[config.mk]
export PLATFORM = sky130hd
export DESIGN_NAME = fp_wb_arbiter
export DESIGN_NICKNAME = d
export VERILOG_FILES = /design/src/rtl/fp_wb_arbiter_pkg.sv /design/src/rtl/fp_wb_arbiter_rr_priority_select.sv /design/src/rtl/fp_wb_arbiter.sv
export SDC_FILE = /design/constraint.sdc
export NUM_CORES = 1
export LEC_CHECK = 0
export CORE_ASPECT_RATIO = 0.6
export CORE_MARGIN = 8
export CORE_UTILIZATION = 36
export DETAILED_ROUTE_END_ITERATION = 8
export GPL_TIMING_DRIVEN = 0
export HOLD_SLACK_MARGIN = 0.1
export PLACE_DENSITY = 0.78
export SLEW_MARGIN = 0
export SYNTH_ARGS = -nofsm -noshare
export SYNTH_HDL_FRONTEND = slang
export SYNTH_SLANG_ARGS = --single-unit
[constraint.sdc]
create_clock -name clk -period 2.82 [get_ports clk]
set_clock_uncertainty 0.2 [all_clocks]
set_input_delay 0.846 -clock clk [delete_from_list [all_inputs] [get_ports clk]]
set_output_delay 0.846 -clock clk [all_outputs]
set_load 0.02 [all_outputs]
[src/rtl/fp_wb_arbiter_pkg.sv]
// Shared types and constants for the FP writeback arbiter.
package fp_wb_arbiter_pkg;

  localparam int unsigned FP_WB_UNITS = 3;
  localparam int unsigned FLOPOCO_W   = 34;
  localparam int unsigned FP_ID_W     = 3;

  // Index width for a vector of n entries; never narrower than one bit.
  function automatic int unsigned idx_width(input int unsigned n);
    return (n > 1) ? $clog2(n) : 1;
  endfunction

  localparam int unsigned FP_WB_UNIT_W = idx_width(FP_WB_UNITS);

  typedef logic [FLOPOCO_W-1:0]    flopoco_t;
  typedef logic [FP_ID_W-1:0]      id_t;
  typedef logic [FP_WB_UNIT_W-1:0] fp_wb_unit_t;

  // Writeback payload for the default configuration.
  typedef struct packed {
    flopoco_t    rd;
    id_t         id;
    fp_wb_unit_t unit;
  } fp_wb_packet_t;

endpackage

[src/rtl/fp_wb_arbiter_rr_priority_select.sv]
// Combinational round-robin selector: first request at or after the pointer.
module rr_priority_select
  import fp_wb_arbiter_pkg::*;
#(
  parameter int unsigned N = 3
) (
  input  logic [N-1:0]              i_req,
  input  logic [idx_width(N)-1:0]   i_ptr,
  input  logic                      i_en,
  output logic [N-1:0]              o_gnt_c,
  output logic [idx_width(N)-1:0]   o_idx_c,
  output logic                      o_any_c
);

  localparam int unsigned W = idx_width(N);

  logic        w_found;
  logic [W-1:0] w_idx;

  // Rotating search starting at the pointer; the first hit wins.
  always_comb begin
    int unsigned j;
    w_found = 1'b0;
    w_idx   = '0;
    for (int unsigned k = 0; k < N; k++) begin
      j = (32'(i_ptr) + k) % N;
      if (!w_found && i_req[j]) begin
        w_found = 1'b1;
        w_idx   = W'(j);
      end
    end
  end

  // Grant only when the consumer can take a result.
  always_comb begin
    o_gnt_c = '0;
    o_any_c = i_en && w_found;
    o_idx_c = w_idx;
    for (int unsigned i = 0; i < N; i++) begin
      if (o_any_c && (w_idx == W'(i))) o_gnt_c[i] = 1'b1;
    end
  end

endmodule

[src/rtl/fp_wb_arbiter.sv]
// FP writeback arbiter: round-robin accept of unit results into one output stage.
module fp_wb_arbiter
  import fp_wb_arbiter_pkg::*;
#(
  parameter int unsigned NUM_UNITS = FP_WB_UNITS,
  parameter int unsigned DATA_W    = FLOPOCO_W,
  parameter int unsigned ID_W      = FP_ID_W
) (
  input  logic                             clk,
  input  logic                             rst_n,
  input  logic [NUM_UNITS-1:0]             unit_done,
  input  logic [NUM_UNITS*DATA_W-1:0]      unit_rd,
  input  logic [NUM_UNITS*ID_W-1:0]        unit_id,
  output logic [NUM_UNITS-1:0]             unit_ack,
  output logic                             wb_valid,
  input  logic                             wb_ready,
  output logic [DATA_W-1:0]                wb_rd,
  output logic [ID_W-1:0]                  wb_id,
  output logic [idx_width(NUM_UNITS)-1:0]  wb_unit
);

  localparam int unsigned UNIT_W = idx_width(NUM_UNITS);

  typedef struct packed {
    logic [DATA_W-1:0] rd;
    logic [ID_W-1:0]   id;
    logic [UNIT_W-1:0] unit;
  } wb_pkt_t;

  logic                 r_valid;
  wb_pkt_t              r_pkt;
  logic [UNIT_W-1:0]    r_ptr;

  logic                 w_load_en;
  logic [NUM_UNITS-1:0] w_gnt;
  logic [UNIT_W-1:0]    w_idx;
  logic                 w_any;
  logic [UNIT_W-1:0]    w_ptr_nxt;
  wb_pkt_t              w_sel;

  assign w_load_en = !r_valid || wb_ready;

  rr_priority_select #(.N(NUM_UNITS)) u_sel (
    .i_req   (unit_done),
    .i_ptr   (r_ptr),
    .i_en    (w_load_en),
    .o_gnt_c (w_gnt),
    .o_idx_c (w_idx),
    .o_any_c (w_any)
  );

  // Acks are suppressed while reset is held so nothing is lost across reset.
  assign unit_ack = rst_n ? w_gnt : '0;

  // Next pointer sits just past the winner, wrapping at the last unit.
  assign w_ptr_nxt = (w_idx == UNIT_W'(NUM_UNITS - 1)) ? '0 : w_idx + UNIT_W'(1);

  // Mux the winning unit's payload into the output stage format.
  always_comb begin
    w_sel      = '0;
    w_sel.unit = w_idx;
    for (int unsigned i = 0; i < NUM_UNITS; i++) begin
      if (w_idx == UNIT_W'(i)) begin
        w_sel.rd = unit_rd[i*DATA_W +: DATA_W];
        w_sel.id = unit_id[i*ID_W +: ID_W];
      end
    end
  end

  // Output stage and round-robin pointer; reload and consume may share an edge.
  always_ff @(posedge clk or negedge rst_n) begin
    if (!rst_n) begin
      r_valid <= 1'b0;
      r_pkt   <= '0;
      r_ptr   <= '0;
    end else if (w_any) begin
      r_valid <= 1'b1;
      r_pkt   <= w_sel;
      r_ptr   <= w_ptr_nxt;
    end else if (r_valid && wb_ready) begin
      r_valid <= 1'b0;
    end
  end

  assign wb_valid = r_valid;
  assign wb_rd    = r_pkt.rd;
  assign wb_id    = r_pkt.id;
  assign wb_unit  = r_pkt.unit;

  // A stalled output must hold its contents.
  a_stall_stable: assert property (@(posedge clk) disable iff (!rst_n)
    (r_valid && !wb_ready) |=> (r_valid && $stable(r_pkt)));

  // At most one ack, and only to a unit presenting a result.
  a_ack_legal: assert property (@(posedge clk) disable iff (!rst_n)
    $onehot0(unit_ack) && ((unit_ack & ~unit_done) == '0));

endmodule

# ---- Yosys cells after proc, flatten, opt, wreduce, memory -nomap -nowiden
# Index checks and enable logic that the tools add are counted.
dict set report word_totals {
  regBits 42
  inputBits 117
  out_inout_bits 43
  word_cells 51
}
dict set report classes {
  n_addsub 3
  div_mod_pow 3
  order_cmp 3
  eq_ne 2
  muxes 22
  reduce_logical 13
}
# op n
set ops {}
lappend ops {{two-way mux 37 bit} 3}
lappend ops {{less-than comparator 32 x 3 -> 1 bit, second input constant} 3}
lappend ops {{modulo 32 x 2 -> 32 bit, second input constant} 2}
lappend ops {{modulo 2 x 2 -> 32 bit, second input constant} 1}
lappend ops {{two-way mux 1 bit} 11}
lappend ops {{two-way mux 2 bit} 4}
lappend ops {{logical AND 1 bit} 7}
lappend ops {{binary-select mux 1 bit (select 2 bit)} 3}
lappend ops {{adder 2 x 1 -> 3 bit, second input constant} 1}
lappend ops {{adder 2 x 2 -> 3 bit, second input constant} 1}
lappend ops {{zero test 1 bit} 3}
lappend ops {{two-way mux 3 bit} 1}
lappend ops {{adder 2 x 1 -> 2 bit, second input constant} 1}
lappend ops {{equality test 2 x 1 -> 1 bit, second input constant} 1}
lappend ops {{equality test 2 bit, second input constant} 1}
lappend ops {{zero test 2 bit} 1}
lappend ops {{nonzero test 2 bit} 1}
lappend ops {{logical OR 1 bit} 1}

# ---- Logic depth before layout (Yosys ltp)
# Gate-level depths: netlist (run 1).
dict set report logic_depth {
  word_depth 14
  depth_mapped 10
  depth_no_buf 7
}

# ---- Hierarchy
# Synthesis (run 1) repeated with hierarchy kept, for this count alone.
dict set report unflattened {
  cells_unflattened 269
  hier_area_um2 2981.6
}
# module n_inst cells_per_inst area_per_inst_um2 seq_area_each_um2
set modules_own_cells {}
lappend modules_own_cells {fp_wb_arbiter 1 229 2685.1 1051.0}
lappend modules_own_cells {rr_priority_select 1 40 296.5 0.0}

# ---- Least setup slack after synthesis (run 1)
# No wires, ideal clock.
dict set report synth_timing {
  path_type {input to output}
  start {in unit_done[2]}
  end {out unit_ack[2]}
  arrival_time_ps 2263
  t_required_ps 1774
  path_slack_ps -489
  stages 6
  path_buffers 1
  cell_sequence {mux2i_1 o22a_1 a41oi_2 buf_2 nand2_1 nor3_1}
}
dict set report synth_between {
  elab_chain_cells 13
  word_cells_on_any_way 21
  classes_between {1 x eq/ne; 14 x mux; 6 x reduce/logical}
}
# element line_no
set synth_rtl {}
lappend synth_rtl {{start: declaration} fp_wb_arbiter.sv:11} ;# input logic [NUM_UNITS-1:0] unit_done,
lappend synth_rtl {{binary-select mux 1 bit (select 2 bit)} fp_wb_arbiter_rr_priority_select.sv:27} ;# if (!w_found && i_req[j]) begin
lappend synth_rtl {{two-way mux 1 bit (implied by the code)} fp_wb_arbiter_rr_priority_select.sv:27}
lappend synth_rtl {{two-way mux 1 bit} fp_wb_arbiter_rr_priority_select.sv:27}
lappend synth_rtl {{zero test 1 bit} fp_wb_arbiter_rr_priority_select.sv:27}
lappend synth_rtl {{logical AND 1 bit} fp_wb_arbiter_rr_priority_select.sv:27}
lappend synth_rtl {{two-way mux 1 bit} fp_wb_arbiter_rr_priority_select.sv:27}
lappend synth_rtl {{zero test 1 bit} fp_wb_arbiter_rr_priority_select.sv:27}
lappend synth_rtl {{logical AND 1 bit} fp_wb_arbiter_rr_priority_select.sv:27}
lappend synth_rtl {{two-way mux 2 bit or two-way mux 1 bit (tied branches)} fp_wb_arbiter_rr_priority_select.sv:27}
lappend synth_rtl {{equality test 2 bit or logical AND 1 bit (tied branches)} {fp_wb_arbiter_rr_priority_select.sv:40, fp_wb_arbiter_rr_priority_select.sv:37}}
lappend synth_rtl {{logical AND 1 bit *} fp_wb_arbiter_rr_priority_select.sv:40} ;# if (o_any_c && (w_idx == W'(i))) o_gnt_c[i] = 1'b1;
lappend synth_rtl {{two-way mux 1 bit *} fp_wb_arbiter_rr_priority_select.sv:40}
lappend synth_rtl {{two-way mux 3 bit *} fp_wb_arbiter.sv:53} ;# assign unit_ack = rst_n ? w_gnt : '0;
lappend synth_rtl {{end: declaration} fp_wb_arbiter.sv:14} ;# output logic [NUM_UNITS-1:0] unit_ack,
# Every way passes the cells marked *; elsewhere a longest branch is shown, timed or not. The select of a mux whose other input is x is not followed.

# ---- Final worst setup path (run 1)
dict set report layout_timing {
  start {in unit_done[1]}
  end {out unit_ack[0]}
}
dict set report layout_between {
  elab_chain_cells 13
  word_cells_on_any_way 21
  classes_between {14 x mux; 7 x reduce/logical}
}
# element line_no
set layout_rtl {}
lappend layout_rtl {{binary-select mux 1 bit (select 2 bit)} fp_wb_arbiter_rr_priority_select.sv:27}
lappend layout_rtl {{two-way mux 1 bit (implied by the code)} fp_wb_arbiter_rr_priority_select.sv:27}
lappend layout_rtl {{two-way mux 1 bit} fp_wb_arbiter_rr_priority_select.sv:27}
lappend layout_rtl {{zero test 1 bit} fp_wb_arbiter_rr_priority_select.sv:27}
lappend layout_rtl {{logical AND 1 bit} fp_wb_arbiter_rr_priority_select.sv:27}
lappend layout_rtl {{two-way mux 1 bit} fp_wb_arbiter_rr_priority_select.sv:27}
lappend layout_rtl {{zero test 1 bit} fp_wb_arbiter_rr_priority_select.sv:27}
lappend layout_rtl {{logical AND 1 bit} fp_wb_arbiter_rr_priority_select.sv:27}
lappend layout_rtl {{two-way mux 2 bit or two-way mux 1 bit (tied branches)} fp_wb_arbiter_rr_priority_select.sv:27}
lappend layout_rtl {{zero test 2 bit or logical AND 1 bit (tied branches)} {fp_wb_arbiter_rr_priority_select.sv:40, fp_wb_arbiter_rr_priority_select.sv:37}}
lappend layout_rtl {{logical AND 1 bit *} fp_wb_arbiter_rr_priority_select.sv:40}
lappend layout_rtl {{two-way mux 1 bit *} fp_wb_arbiter_rr_priority_select.sv:40}
lappend layout_rtl {{two-way mux 3 bit *} fp_wb_arbiter.sv:53}
# Marked as above.

==> results of run 1 <==
==> cells in the mapped netlist (all sizes together) (2+ instances only) <==
library cell,instances,area [µm²]
o211ai,10,75.1
mux2i,3,30.0
buf,24,123
a221oi,28,245
nand2,13,51.3
clkbuf,16,61.3
and3,9,56.3
nor2,2,7.51
a21boi,10,78.8
nand3,9,45.0
inv,59,221
o21a,3,22.5
nor2b,7,43.8
a21oi,10,50.1
a211oi,37,278
o21ai,6,33.8
dfrtp,42,1050
nand2b,10,62.6
ha,4,50.1
o22ai,29,181
nor3,2,10.0
o31ai,28,210
==> logic make-up (layout without fill, tap and decap cells) <==
group | after synthesis | in the layout | share of synthesized area [%]
AO/OA/AOI/OAI | 167 | 167 | 39.9
AND/OR/NAND/NOR | 56 | 56 | 9.87
multiplexers | 4 | 4 | 1.34
buffers and inverters | 99 | 280 | 13.2
adder cells (fa/ha/maj) | 4 | 4 | 1.62
flip-flops | 42 | 42 | 34.1
==> routing by layer <==
metal	vias to the layer above	wire, µm
li1	1754	-
met1	1838	6110
met2	234	6280
met3	33	1570
met4	0	214
met5	-	0
==> registers in the layout, summed over array words and instances (netlist names) <==
| name | cells |
|---|---|
| r_ptr | 2 |
| wb_id | 3 |
| wb_unit | 2 |
| wb_rd | 34 |
| wb_valid | 1 |
==> power groups by stage <==
stage / clock network, mW / registers (mW) / logic [mW]
6_report: 0.598 / 1.13 / 5.62
5_1_grt: 0.631 / 1.15 / 5.99
4_1_cts: 0.606 / 1.12 / 5.28
3_5_place_dp: 0 / 1.11 / 4.90
3_3_place_gp: 0 / 1.10 / 4.75
2_1_floorplan: 0 / 1.44 / 2.81
==> placed cells by master, fill, tap and decap left out, drive strengths merged, types with 7 or more instances in the layout <==
master,count
a221oi,28
buf,48
clkdlybuf4s50,152
nand2,13
o22ai,29
inv,59
a21oi,10
a21boi,10
nand3,9
a211oi,37
dfrtp,42
nand2b,10
o31ai,28
and3,9
clkbuf,19
nor2b,7
o211ai,10
==> stage by stage <==
| stage | total power, mW | setup TNS (ps) |
|---|---|---|
| floorplan | 4.25 | -362 |
| CTS | 7.00 | -1130 |
| detailed placement | 6.01 | -22380 |
| global placement | 5.85 | -47670 |
| finish | 7.35 | -1230 |
| global route | 7.77 | -1810 |
==> area by class of cell <==
type | count | area, µm²
Fill cell | 682 | 3070
Multi-Input combinational cell | 231 | 1860
Timing Repair Buffer | 174 | 1700
Sequential cell | 42 | 1050
Buffer | 39 | 229
Inverter | 59 | 221
Tap cell | 112 | 140
Clock buffer | 6 | 139
Clock inverter | 2 | 12.5
==> path summary, 6_finish.rpt <==
kind,from,to,slack [ps],cells after the start
max in group asynchronous,rst_n,wb_rd[15]$_DFFE_PN0P_,1510,2
hold reg to reg,wb_unit[0]$_DFFE_PN0P_,wb_unit[0]$_DFFE_PN0P_,290,1
setup reg to reg,r_ptr[1]$_DFFE_PN0P_,wb_rd[8]$_DFFE_PN0P_,10,9
min in group asynchronous,rst_n,wb_rd[20]$_DFFE_PN0P_,360,1
setup / recovery,unit_done[1],unit_ack[0],-440,8
hold / removal,wb_unit[0]$_DFFE_PN0P_,wb_unit[0]$_DFFE_PN0P_,290,1
==> repair_timing <==
action | 4_1_cts | 5_1_grt
gates resized for setup | 65 | 18
buffers inserted | 7 | 7
pin swaps | 5 | 6
endpoints found under the setup margin | 44 | 31
==> results_dict.tcl, run 1 <==
set metrics [dict create \
    drive_gt1_share_pct 17.0 \
    power_frac_comb_pct 76.5 \
    die_h_um 87.7 \
    cts_buffer_depth 2 \
    synthArstFlopShare_pct 100 \
    max_freq_mhz 307 \
    clk_pin_slew_worst_paths_ps 60 \
    cp_common_cell "buf_6" \
    critPathKind "in -> out" \
    period_needed_ps 3260 \
    placed_cell_area_mm2 0.00491 \
    critPathArrivalTime_ps 2210 \
    path_cells "buf_2, mux2i_1, or2_1, a41oi_4, buf_6, nand2_8, nor3_4, buf_6" \
    slew_viol_final 0 \
    synth-edff-count 0 \
    root_buffer "clkbuf_16" \
    drtPass1Iterations 6 \
    gp_congestion 0.849 \
    finalCritPeriodShare_pct 115 \
    avgSynthCellArea_um2 8.28 \
    worst_pin_slew_ps 602 \
    switchingPower_mw 3.72 \
    postCtsHoldBufs 0 \
    p_clk_share_pct 8.1 \
    use_met1_pct 30.4 \
    grt_max_degree 26 \
    netlist_instances 372 \
    rows 26 \
    grt_use_total_pct 22.5 \
    antenna_found_initial 0 \
    routed_wl_mm 14.2 \
    final_area_mm2 0.00535 \
    path_max_fanout 5 \
    critPathTopFamily "simple AND/OR/NAND/NOR gates" \
    leakage_nw 2.21 \
    core_area_mm2 0.00843 \
    seqPwrFrac_pct 15.3 \
    tritoncts "yes" \
    numPortBuffers 159 \
    instances_no_fill 665 \
    cap_violations 0 \
    grt_pass1_vias 3803 \
    ys_ff_latch 42 \
    vias 3859 \
    setup-violations-final 3 \
    final_core_util_pct 63.5 \
    powerDensity_mw_per_mm2 1370 \
    synth.distinct_cells 38 \
    clk_latency_ps 280 \
    start_util_pct 36.6 \
    synthesis.nets 493 \
    crit_buf_inv 3 \
    syn_area_mm2 0.00308 \
    io_pins 160 \
    slowest_stage "or2_1" \
    ys.flop_type "dfrtp_1" \
    layout.nets 673 \
    ir_worst_vdd_v 0.000701 \
    syn_to_final_growth_pct 73.7 \
    diodes 0 \
    post-place-ws_ps -1660 \
    violations "setup timing" \
    wl_per_cell_um 21.3 \
    min_path_type "reg -> reg" \
    die_area_mm2 0.0119 \
    dp_hpwl_mm 10.2 \
    critPathRequiredTime_ps 1770 \
    finalHoldViolations 0 \
    cp_slowest_stage_delay_ps 290 \
    htree_num_levels 2 \
    grt_pass1_wl_mm 21.0 \
    place_inst 644 \
    holdWs_ps 292 \
    cp-end-kind "primary output" \
    yosysWarnings 0 \
    clkSinkCount 42 \
    relSlewSlack_pct 59.9 \
    die_w_um 135 \
    p_int_mw 3.62 \
    postRouteAntennaNets 0 \
    met3_usage_pct 7.45 \
    drcViolationCount 0 \
    status "complete, but fails checks" \
    busiest_layer "met2" \
    met2_usage_pct 34.5 \
    vias_per_cell 5.80 \
    overflow 0 \
    layout_setup_ws_ps -435 \
    grt_setup_unrepaired "yes" \
    swShare_pct 50.7 \
    cts_buffers 5 \
    first_iter_violations 357 \
    yosysSeqAreaShare_pct 34.1 \
    critPathLaunchType "input pin" \
]
No activity file was read; power rests on OpenSTA's default activity.
==> run 2: changes to the inputs <==
--- a/config.mk
+++ b/config.mk
@@ -10,7 +10,7 @@
 export CORE_UTILIZATION = 36
 export DETAILED_ROUTE_END_ITERATION = 8
 export GPL_TIMING_DRIVEN = 0
-export HOLD_SLACK_MARGIN = 0.1
+export HOLD_SLACK_MARGIN = 0.06
 export PLACE_DENSITY = 0.78
 export SLEW_MARGIN = 0
 export SYNTH_ARGS = -nofsm -noshare
==> results of run 2 <==
No change in the layout: final DEF, timing and power equal those of run 1.
